### src/rtl/uart_ctrl_pkg.sv
// uart_ctrl_pkg: shared definitions for the UART APB controller.
//   - register byte offsets on the APB window
//   - controller state encoding
//   - CTRL / STATUS bit positions
//   - default full-FIFO wait limit
//   - status_word(): packs the STATUS register read value
package uart_ctrl_pkg;

  localparam int DEFAULT_TIMEOUT = 16;

  localparam logic [3:0] ADDR_TXDATA = 4'h0;
  localparam logic [3:0] ADDR_RXDATA = 4'h4;
  localparam logic [3:0] ADDR_STATUS = 4'h8;
  localparam logic [3:0] ADDR_CTRL   = 4'hC;

  typedef enum logic [2:0] {
    ST_IDLE    = 3'd0,
    ST_DECODE  = 3'd1,
    ST_TX_WAIT = 3'd2,
    ST_RX_POP  = 3'd3,
    ST_RESP    = 3'd4
  } state_e;

  localparam int CTRL_TX_EN     = 0;
  localparam int CTRL_RX_EN     = 1;
  localparam int CTRL_RX_IRQ_EN = 2;
  localparam int CTRL_TX_IRQ_EN = 3;

  localparam int STAT_RX_EMPTY = 0;
  localparam int STAT_RX_FULL  = 1;
  localparam int STAT_TX_EMPTY = 2;
  localparam int STAT_TX_FULL  = 3;
  localparam int STAT_TX_BUSY  = 4;
  localparam int STAT_OVERRUN  = 5;

  function automatic logic [31:0] status_word(
    input logic overrun,
    input logic tx_busy,
    input logic tx_full,
    input logic tx_empty,
    input logic rx_full,
    input logic rx_empty
  );
    logic [31:0] w;
    w                = 32'h0000_0000;
    w[STAT_OVERRUN]  = overrun;
    w[STAT_TX_BUSY]  = tx_busy;
    w[STAT_TX_FULL]  = tx_full;
    w[STAT_TX_EMPTY] = tx_empty;
    w[STAT_RX_FULL]  = rx_full;
    w[STAT_RX_EMPTY] = rx_empty;
    return w;
  endfunction

endpackage

### src/rtl/uart_tx_launch.sv
// uart_tx_launch: issues a one-cycle transmitter launch pulse when the
// transmitter is enabled, idle and the TX FIFO holds data.
// Ports:
//   clk, rst        clock, asynchronous active-high reset
//   tx_en_i         CTRL.tx_en
//   rd_empty_tx_i   TX FIFO empty
//   tx_busy_i       transmitter busy
//   start_tx_o      registered launch pulse
module uart_tx_launch (
  input  logic clk,
  input  logic rst,
  input  logic tx_en_i,
  input  logic rd_empty_tx_i,
  input  logic tx_busy_i,
  output logic start_tx_o
);

  logic start_q, start_d;
  logic launched_q, launched_d;

  // Launch decision; launched is raised together with the pulse so the
  // cycles between start_tx and tx_busy rising cannot launch again.
  always_comb begin
    start_d = tx_en_i & ~rd_empty_tx_i & ~tx_busy_i & ~launched_q;
    if (tx_busy_i) begin
      launched_d = 1'b0;
    end else begin
      launched_d = launched_q | start_d;
    end
  end

  // Launch pulse and launched flag registers.
  always_ff @(posedge clk or posedge rst) begin
    if (rst) begin
      start_q    <= 1'b0;
      launched_q <= 1'b0;
    end else begin
      start_q    <= start_d;
      launched_q <= launched_d;
    end
  end

  assign start_tx_o = start_q;

endmodule

### src/rtl/uart_apb_ctrl.sv
// uart_apb_ctrl: APB3 slave sequencing CPU access to the UART FIFOs.
// Ports:
//   clk, rst                      clock, asynchronous active-high reset
//   PSEL/PENABLE/PWRITE/PADDR/PWDATA  APB request
//   PRDATA/PREADY/PSLVERR         APB response (registered)
//   wr_full_tx, rd_empty_tx, tx_busy  TX FIFO / transmitter status
//   wr_en_tx, tx_data, start_tx   TX FIFO push and transmitter launch
//   rd_empty_rx, wr_full_rx, data_valid, rx_data  RX FIFO / receiver
//   rd_en_rx                      RX FIFO pop strobe
//   irq                           level interrupt (registered)
module uart_apb_ctrl
  import uart_ctrl_pkg::*;
#(
  parameter int TIMEOUT = DEFAULT_TIMEOUT
) (
  input  logic        clk,
  input  logic        rst,
  input  logic        PSEL,
  input  logic        PENABLE,
  input  logic        PWRITE,
  input  logic [3:0]  PADDR,
  input  logic [31:0] PWDATA,
  output logic [31:0] PRDATA,
  output logic        PREADY,
  output logic        PSLVERR,
  input  logic        wr_full_tx,
  input  logic        rd_empty_tx,
  input  logic        tx_busy,
  output logic        wr_en_tx,
  output logic [7:0]  tx_data,
  output logic        start_tx,
  input  logic        rd_empty_rx,
  input  logic        wr_full_rx,
  input  logic        data_valid,
  output logic        rd_en_rx,
  input  logic [7:0]  rx_data,
  output logic        irq
);

  localparam int CW = $clog2(TIMEOUT);
  localparam logic [CW-1:0] CNT_LAST = CW'(TIMEOUT - 1);

  state_e        state_q, state_d;
  logic [CW-1:0] cnt_q, cnt_d;
  logic [3:0]    ctrl_q, ctrl_d;
  logic          overrun_q, overrun_d;
  logic [31:0]   prdata_q, prdata_d;
  logic [7:0]    tx_data_q, tx_data_d;
  logic          pready_q, pready_d;
  logic          pslverr_q, pslverr_d;
  logic          wr_en_tx_q, wr_en_tx_d;
  logic          rd_en_rx_q, rd_en_rx_d;
  logic          irq_q, irq_d;
  logic          w1c_s;
  logic          err_s;
  logic          unused_pwdata_s;

  assign unused_pwdata_s = ^PWDATA[31:8];

  // Transfer sequencer: next state, response and FIFO strobes.
  always_comb begin
    state_d    = state_q;
    cnt_d      = cnt_q;
    ctrl_d     = ctrl_q;
    prdata_d   = prdata_q;
    tx_data_d  = tx_data_q;
    pready_d   = 1'b0;
    pslverr_d  = 1'b0;
    wr_en_tx_d = 1'b0;
    rd_en_rx_d = 1'b0;
    w1c_s      = 1'b0;
    err_s      = 1'b0;
    case (state_q)
      ST_IDLE: begin
        if (PSEL && !PENABLE) begin
          state_d = ST_DECODE;
        end else begin
          state_d = ST_IDLE;
        end
      end
      ST_DECODE: begin
        if (!PSEL) begin
          state_d = ST_IDLE;
        end else if (PENABLE) begin
          state_d  = ST_RESP;
          pready_d = 1'b1;
          if (PADDR[1:0] != 2'b00) begin
            err_s = 1'b1;
          end else begin
            case (PADDR)
              ADDR_TXDATA: begin
                if (!PWRITE || !ctrl_q[CTRL_TX_EN]) begin
                  err_s = 1'b1;
                end else begin
                  tx_data_d = PWDATA[7:0];
                  if (wr_full_tx) begin
                    pready_d = 1'b0;
                    state_d  = ST_TX_WAIT;
                    cnt_d    = '0;
                  end else begin
                    wr_en_tx_d = 1'b1;
                  end
                end
              end
              ADDR_RXDATA: begin
                if (PWRITE || !ctrl_q[CTRL_RX_EN] || rd_empty_rx) begin
                  err_s = 1'b1;
                end else begin
                  // Response waits one cycle for the popped byte.
                  pready_d   = 1'b0;
                  rd_en_rx_d = 1'b1;
                  state_d    = ST_RX_POP;
                end
              end
              ADDR_STATUS: begin
                if (PWRITE) begin
                  w1c_s = PWDATA[STAT_OVERRUN];
                end else begin
                  prdata_d = status_word(overrun_q, tx_busy, wr_full_tx,
                                         rd_empty_tx, wr_full_rx, rd_empty_rx);
                end
              end
              ADDR_CTRL: begin
                if (PWRITE) begin
                  ctrl_d = PWDATA[3:0];
                end else begin
                  prdata_d = {28'h000_0000, ctrl_q};
                end
              end
              default: begin
                err_s = 1'b1;
              end
            endcase
          end
          // Errored reads return zero; errored writes leave PRDATA alone.
          if (err_s) begin
            pslverr_d = 1'b1;
            if (!PWRITE) begin
              prdata_d = 32'h0000_0000;
            end else begin
              prdata_d = prdata_q;
            end
          end else begin
            pslverr_d = 1'b0;
          end
        end else begin
          state_d = ST_DECODE;
        end
      end
      ST_TX_WAIT: begin
        if (!PSEL) begin
          state_d = ST_IDLE;
        end else if (!wr_full_tx) begin
          wr_en_tx_d = 1'b1;
          pready_d   = 1'b1;
          state_d    = ST_RESP;
        end else if (cnt_q == CNT_LAST) begin
          pready_d  = 1'b1;
          pslverr_d = 1'b1;
          state_d   = ST_RESP;
        end else begin
          cnt_d = cnt_q + CW'(1);
        end
      end
      ST_RX_POP: begin
        prdata_d = {24'h00_0000, rx_data};
        pready_d = 1'b1;
        state_d  = ST_RESP;
      end
      ST_RESP: begin
        state_d = ST_IDLE;
      end
      default: begin
        state_d = ST_IDLE;
      end
    endcase
  end

  // Sticky overrun (a new overrun beats a same-cycle clear) and interrupt.
  always_comb begin
    overrun_d = (overrun_q & ~w1c_s) | (data_valid & wr_full_rx);
    irq_d     = (ctrl_q[CTRL_RX_IRQ_EN] & ~rd_empty_rx)
              | (ctrl_q[CTRL_TX_IRQ_EN] & rd_empty_tx & ~tx_busy)
              | overrun_q;
  end

  // State, register file and registered outputs.
  always_ff @(posedge clk or posedge rst) begin
    if (rst) begin
      state_q    <= ST_IDLE;
      cnt_q      <= '0;
      ctrl_q     <= 4'h0;
      overrun_q  <= 1'b0;
      prdata_q   <= 32'h0000_0000;
      tx_data_q  <= 8'h00;
      pready_q   <= 1'b0;
      pslverr_q  <= 1'b0;
      wr_en_tx_q <= 1'b0;
      rd_en_rx_q <= 1'b0;
      irq_q      <= 1'b0;
    end else begin
      state_q    <= state_d;
      cnt_q      <= cnt_d;
      ctrl_q     <= ctrl_d;
      overrun_q  <= overrun_d;
      prdata_q   <= prdata_d;
      tx_data_q  <= tx_data_d;
      pready_q   <= pready_d;
      pslverr_q  <= pslverr_d;
      wr_en_tx_q <= wr_en_tx_d;
      rd_en_rx_q <= rd_en_rx_d;
      irq_q      <= irq_d;
    end
  end

  uart_tx_launch u_launch (
    .clk           (clk),
    .rst           (rst),
    .tx_en_i       (ctrl_q[CTRL_TX_EN]),
    .rd_empty_tx_i (rd_empty_tx),
    .tx_busy_i     (tx_busy),
    .start_tx_o    (start_tx)
  );

  assign PRDATA   = prdata_q;
  assign PREADY   = pready_q;
  assign PSLVERR  = pslverr_q;
  assign wr_en_tx = wr_en_tx_q;
  assign tx_data  = tx_data_q;
  assign rd_en_rx = rd_en_rx_q;
  assign irq      = irq_q;

endmodule

### config.mk
export PLATFORM = sky130hd
export DESIGN_NAME = uart_apb_ctrl
export DESIGN_NICKNAME = d
export VERILOG_FILES = /design/src/rtl/uart_ctrl_pkg.sv /design/src/rtl/uart_tx_launch.sv /design/src/rtl/uart_apb_ctrl.sv
export SDC_FILE = /design/constraint.sdc
export NUM_CORES = 1
export LEC_CHECK = 0
export ABC_AREA = 1
export CAP_MARGIN = 20
export CORE_ASPECT_RATIO = 1.2
export CORE_MARGIN = 1.5
export CORE_UTILIZATION = 40
export DETAILED_ROUTE_END_ITERATION = 8
export GPL_TIMING_DRIVEN = 0
export PLACE_DENSITY = 0.85
export SLEW_MARGIN = 30
export SYNTH_ARGS = -nofsm -noshare
export SYNTH_HDL_FRONTEND = slang
export SYNTH_SLANG_ARGS = --single-unit
### constraint.sdc
create_clock -name clk -period 1.6 [get_ports clk]
set_input_delay 0.16 -clock clk [delete_from_list [all_inputs] [get_ports clk]]
set_output_delay 0.16 -clock clk [all_outputs]
set_load 0.01 [all_outputs]
* Word-level counts from Yosys, hierarchy flattened
Index checks and enable logic that the tools add are counted.
Widths: inputs -> output; s select.
** Word-level totals
- Register bits after elaboration :: 59
- Bits of input ports :: 55
- Output and inout port bits :: 46
** Operators by class
- $add $sub $neg :: 1
- Eq/ne operators :: 22
- Multiplexer cells :: 74
- Bitwise logic cells :: 19
- Reduce and logical (&&, ||, !) cells :: 18
** Operators by type and width (number)
- $mux 32 :: 7
- $pmux 32 s2 :: 2
- $mux 1 :: 39
- $mux 4 :: 9
- $mux 3 :: 9
- $ne 2x2->1 const B :: 8
- $eq 4x4->1 const B :: 3
- $ne 4x4->1 const B :: 3
- $pmux 3 s4 :: 1
- $reduce_and 6->1 :: 2
- $reduce_and 10->1 :: 1
- $and 1x1->1 :: 8
- $pmux 4 s2 :: 1
- $reduce_and 8->1 :: 1
- $not 1->1 :: 7
- $eq 3x2->1 const B :: 2
- $ne 3x3->1 const B :: 2
- $pmux 1 s2 :: 3
- $pmux 1 s3 :: 2
- $pmux 3 s2 :: 1
- $reduce_bool 2->1 :: 3
- $add 4x1->4 const B :: 1
- $eq 4x3->1 const B :: 1
- $logic_not 1->1 :: 4
- 9 further kinds :: 14

* Logic depth before layout (Yosys ltp)
Gate-level depths: netlist (run 1).
- Depth in word-level cells :: 13
- Mapped depth :: 9
- Gate-level depth less buffers :: 9

* Modules after synthesis
A second synthesis (run 1) with hierarchy kept.
** Unflattened totals
- Cell total of the unflattened synthesis :: 262
- Area, all modules :: 1946.9 µm²
** By module, submodules not included
- uart_apb_ctrl :: instances 1, cells each 253, area each 1866.8 µm², sequential area each 825.8 µm²
- uart_tx_launch :: instances 1, cells each 9, area each 80.1 µm², sequential area each 50.0 µm²

* Worst setup path after synthesis (run 1)
Ideal clock, no wire load.
- Kind :: register -> register
- Start :: register state_q[0]
- End :: register cnt_q[2]
- Library setup time :: 117 ps
- Data arrival time :: 1217 ps
- Data required time :: 1483 ps
- Slack :: 266 ps
- Cell stages (with the launch flop) :: 7
- Buffers on the path :: 0
- Cells stage by stage :: dfrtp_1 > nor3_4 > nand2_1 > a21oi_4 > nand2_2 > nand2_1 > nand2_1
** Between the ends
- Cells in the longest elaborated chain, start to end :: 3
** RTL lines
- start, declared :: line uart_apb_ctrl.sv:43 : state_e state_q, state_d;
- start signal, assigned :: line uart_apb_ctrl.sv:202 : state_q <= state_d;
- $eq 3x1->1 or $eq 3x2->1 (tied branches) :: line uart_apb_ctrl.sv:73 : case (state_q)
- $ne 2x1->1 (no source line) (tied with other cells)
- $reduce_and 10->1 (no source line)
- end signal, assigned :: line uart_apb_ctrl.sv:203 : cnt_q <= cnt_d;
- end, declared :: line uart_apb_ctrl.sv:44 : logic [CW-1:0] cnt_q, cnt_d;
Parallel ways exist; a longest one is shown, timed or not.
A chain may end at the register's enable or synchronous reset.

* Worst setup path in the final report (run 1)
- Start :: register state_q[0]
- End :: register cnt_q[0]
Same word-level chain as after synthesis.

==> flow_metrics.tcl, run 1 <==
set metrics [dict create \
    cts-root-buf "clkbuf_8" \
    syn_avg_cell_area_um2 8.01 \
    setup_viol 0 \
    hold_viol 0 \
    drt-pass1-iter-count 4 \
    area_growth_syn_to_layout_pct 37.1 \
    dieArea_mm2 0.00567 \
    powerDensity_mw_per_mm2 652 \
    h-tree-depth 2 \
    final_core_util_pct 57.6 \
    final_cell_area_mm2 0.00286 \
    crit_type "reg -> reg" \
    vdd_drop_max_mv 0.512 \
    cp-start-kind "flop" \
    synthCells 261 \
    fmaxAchievable_ghz 0.657 \
    rows 28 \
    hpwl_mm 3.49 \
    ys_seq_elements 35 \
    skew_ns 0.00673 \
    cts_buffers 5 \
    synth_top_area_cell "dfrtp_1" \
    synthTopCellsByCount "84 x nand2_1, 35 x dfrtp_1, 30 x inv_1, 24 x buf_4, 18 x nand3_1" \
    antenna_found_initial 0 \
    fin_nets 399 \
    wl_per_cell_um 10.8 \
    drt-total-wl_mm 4.36 \
    hold_class "in -> async" \
    ctsHoldBuffers 0 \
    crit_path_max_fanout 6 \
    grt_pass1_vias 1706 \
    synth.distinct_cells 30 \
    regArea_um2 876 \
    multiInputGateArea_um2 993 \
    start_util_pct 42.0 \
    io_pins 101 \
    yosysTopAreaCellShare_pct 41.9 \
    instances_no_fill 404 \
    cts.sinks 35 \
    grt_overflow_total 0 \
    p_leak_nw 1.48 \
    cts_tree "yes" \
    period_share_pct 95.1 \
    ys_async_sr_fraction_pct 100 \
    slew_headroom_pct 52.6 \
    clockBufferDepth 2 \
    synthFlopType "dfrtp_1" \
    route.detailed.drc 0 \
    finalHoldWorstSlack_ns 0.307 \
    vias 1830 \
    seq_area_frac_synth_pct 41.9 \
    post-route-min-period_ns 1.52 \
    gp_congestion 0.877 \
    rsz0062_at_grt "false" \
    avgViaCountPerCell 4.53 \
    path_cells "nor3_4 > nand2_1 > a21oi_4 > nand2_2 > nand2_1 > nand2_1" \
    track_usage_pct 17.0 \
    clk_pin_slew_ns 0.07 \
    core_mm2 0.00497 \
    cpMaxStageDelayCell "dfrtp_1" \
    tightestPinTransition_ns 0.710 \
    synth_area_leaders "dfrtp_1 42%, nand2_1 15%, buf_4 8.6%, inv_1 5.4%, nand3_1 4.3%" \
    crit_path_end_kind "flop" \
    post_cts_buffers 0 \
    path_common_cell "nand2_1" \
    port_buffers 52 \
    yosysMostFrequentCell "nand2_1" \
    r2r_cells 6 \
    status "finished clean" \
    grt_pass1_wl_mm 7.29 \
    cap_viol_max_count 0 \
    initialDrtViolationCount 81 \
    reg2reg_from "state_q[0]$_DFFE_PP0P_" \
    ant_nets 0 \
    drv_slew 0 \
    ys_warn_count 0 \
    fillers 443 \
    postPlaceCellArea_mm2 0.00277 \
    antennaDiodeCount 0 \
    slowest_delay_ns 0.48 \
    clkLatencyLatePin_ns 0.29 \
    worstSetupStartpoint "state_q[0]$_DFFE_PP0P_" \
    netlist_area_mm2 0.00209 \
    die_h_um 82.2 \
    arrival_ns 1.71 \
    cp.required_ns 1.79 \
    die_x_um 69.0 \
    drive_gt1_share_pct 18.3 \
    grt_max_degree 36 \
    dp_cells 396 \
    synth_edf_count 0 \
]
per-layer routing:
| layer | GRT usage [%] | vias to the layer above | routed length (um) |
|---|---|---|---|
| met1 | 20.3 | 821 | 1750 |
| met5 | 0 | - | 0 |
| met2 | 29.8 | 66 | 2250 |
| li1 | - | 935 | - |
| met4 | 5.88 | 0 | 68 |
| met3 | 3.79 | 8 | 290 |
sequential cells by signal, indices dropped and copies added, names as in the netlist, 3 cells and up:
register / count
ctrl_q: 4
cnt_q: 4
PRDATA: 8
tx_data: 8
state_q: 3
per-stage QoR:
stage | TNS, ns | setup slack (ns) | total power [mW]
global route | 0 | 0.000173 | 1.96
finish | 0 | 0.0785 | 1.87
CTS | 0 | 0.0819 | 1.88
detailed placement | -2.33 | -0.214 | 1.26
floorplan | 0 | 0.266 | 1.12
global placement | -5.96 | -0.150 | 1.25
cell families (layout without fill, tap and decap cells):
group	Yosys count	in the layout	share of synthesized area [%]
simple gates	133	133	30.6
compound gates	32	32	11.0
xor+xnor	2	2	0.838
flops	35	35	41.9
buf+inv	57	117	14.9
other cells	1	24	0.179
fa+ha+maj	1	1	0.599
critical path, delay by kind of cell, from the launching register on:
kind	cells	cell delay, ns
simple gates	5	0.70
flops	1	0.48
compound gates	1	0.24
cell type report:
class | count | area share (%)
clock buffer | 6 | 2.53
timing repair buffer | 52 | 18.3
sequential | 35 | 30.6
multi-input combinational | 192 | 34.7
tap | 60 | 2.62
inverter | 32 | 4.19
clock inverter | 2 | 0.437
buffer | 25 | 6.68
worst paths after layout:
kind                       slack (ns)                       endpoint
setup / recovery                 0.08           cnt_q[0]$_DFFE_PP0P_
hold / removal                   0.31             wr_en_tx$_DFF_PP0_
setup reg to reg                 0.08           cnt_q[0]$_DFFE_PP0P_
hold reg to reg                  0.43  u_launch.start_tx_o$_DFF_PP0_
max in group asynchronous        0.84          PRDATA[1]$_DFFE_PP0P_
min in group clk                 0.35            overrun_q$_DFF_PP0_
cell usage in the layout, fill, tap and decap left out:
cell type,n
dlymetal6s2s_1,1
nand3b_1,2
nor2_1,11
o22ai_2,1
clkdlybuf4s50_1,51
o21bai_4,1
inv_1,29
a21oi_4,1
a21oi_2,1
o21ai_0,15
clkinv_2,1
conb_1,24
o21ai_2,8
nor2_8,1
clkbuf_1,1
buf_6,1
nor2_2,5
nand2_2,4
nand3_1,18
dfrtp_1,35
buf_4,24
nand4_4,1
nand4_2,1
nand2_1,84
clkbuf_8,5
clkinvlp_4,1
nor3_1,2
xor2_1,1
xnor2_1,1
ha_1,1
a211oi_1,1
nand3_4,2
nor3_4,1
a21oi_1,4
nor2_4,1
inv_2,3
power breakdown:
part | total [mW] | internal, mW | switching (mW) | leakage, nW
registers | 0.924 | 0.906 | 0.0177 | 0.475
clock network | 0.628 | 0.304 | 0.325 | 0.0412
logic | 0.315 | 0.160 | 0.156 | 0.969
total | 1.87 | 1.37 | 0.498 | 1.48
repair_timing:
| item | in CTS | in global routing |
|---|---|---|
| resized for setup | 0 | 3 |
| endpoints found under the hold margin | 0 | 0 |
| endpoints found under the setup margin | 0 | 8 |
(Power assumes the default switching activity.)
==> run 2, diff against run 1 <==
CAP_MARGIN = default   (was 20)
CTS_CLUSTER_SIZE = 8   (was default)
==> results of run 2 <==
Same layout as run 1: the final DEF is identical, and so are final timing and power.
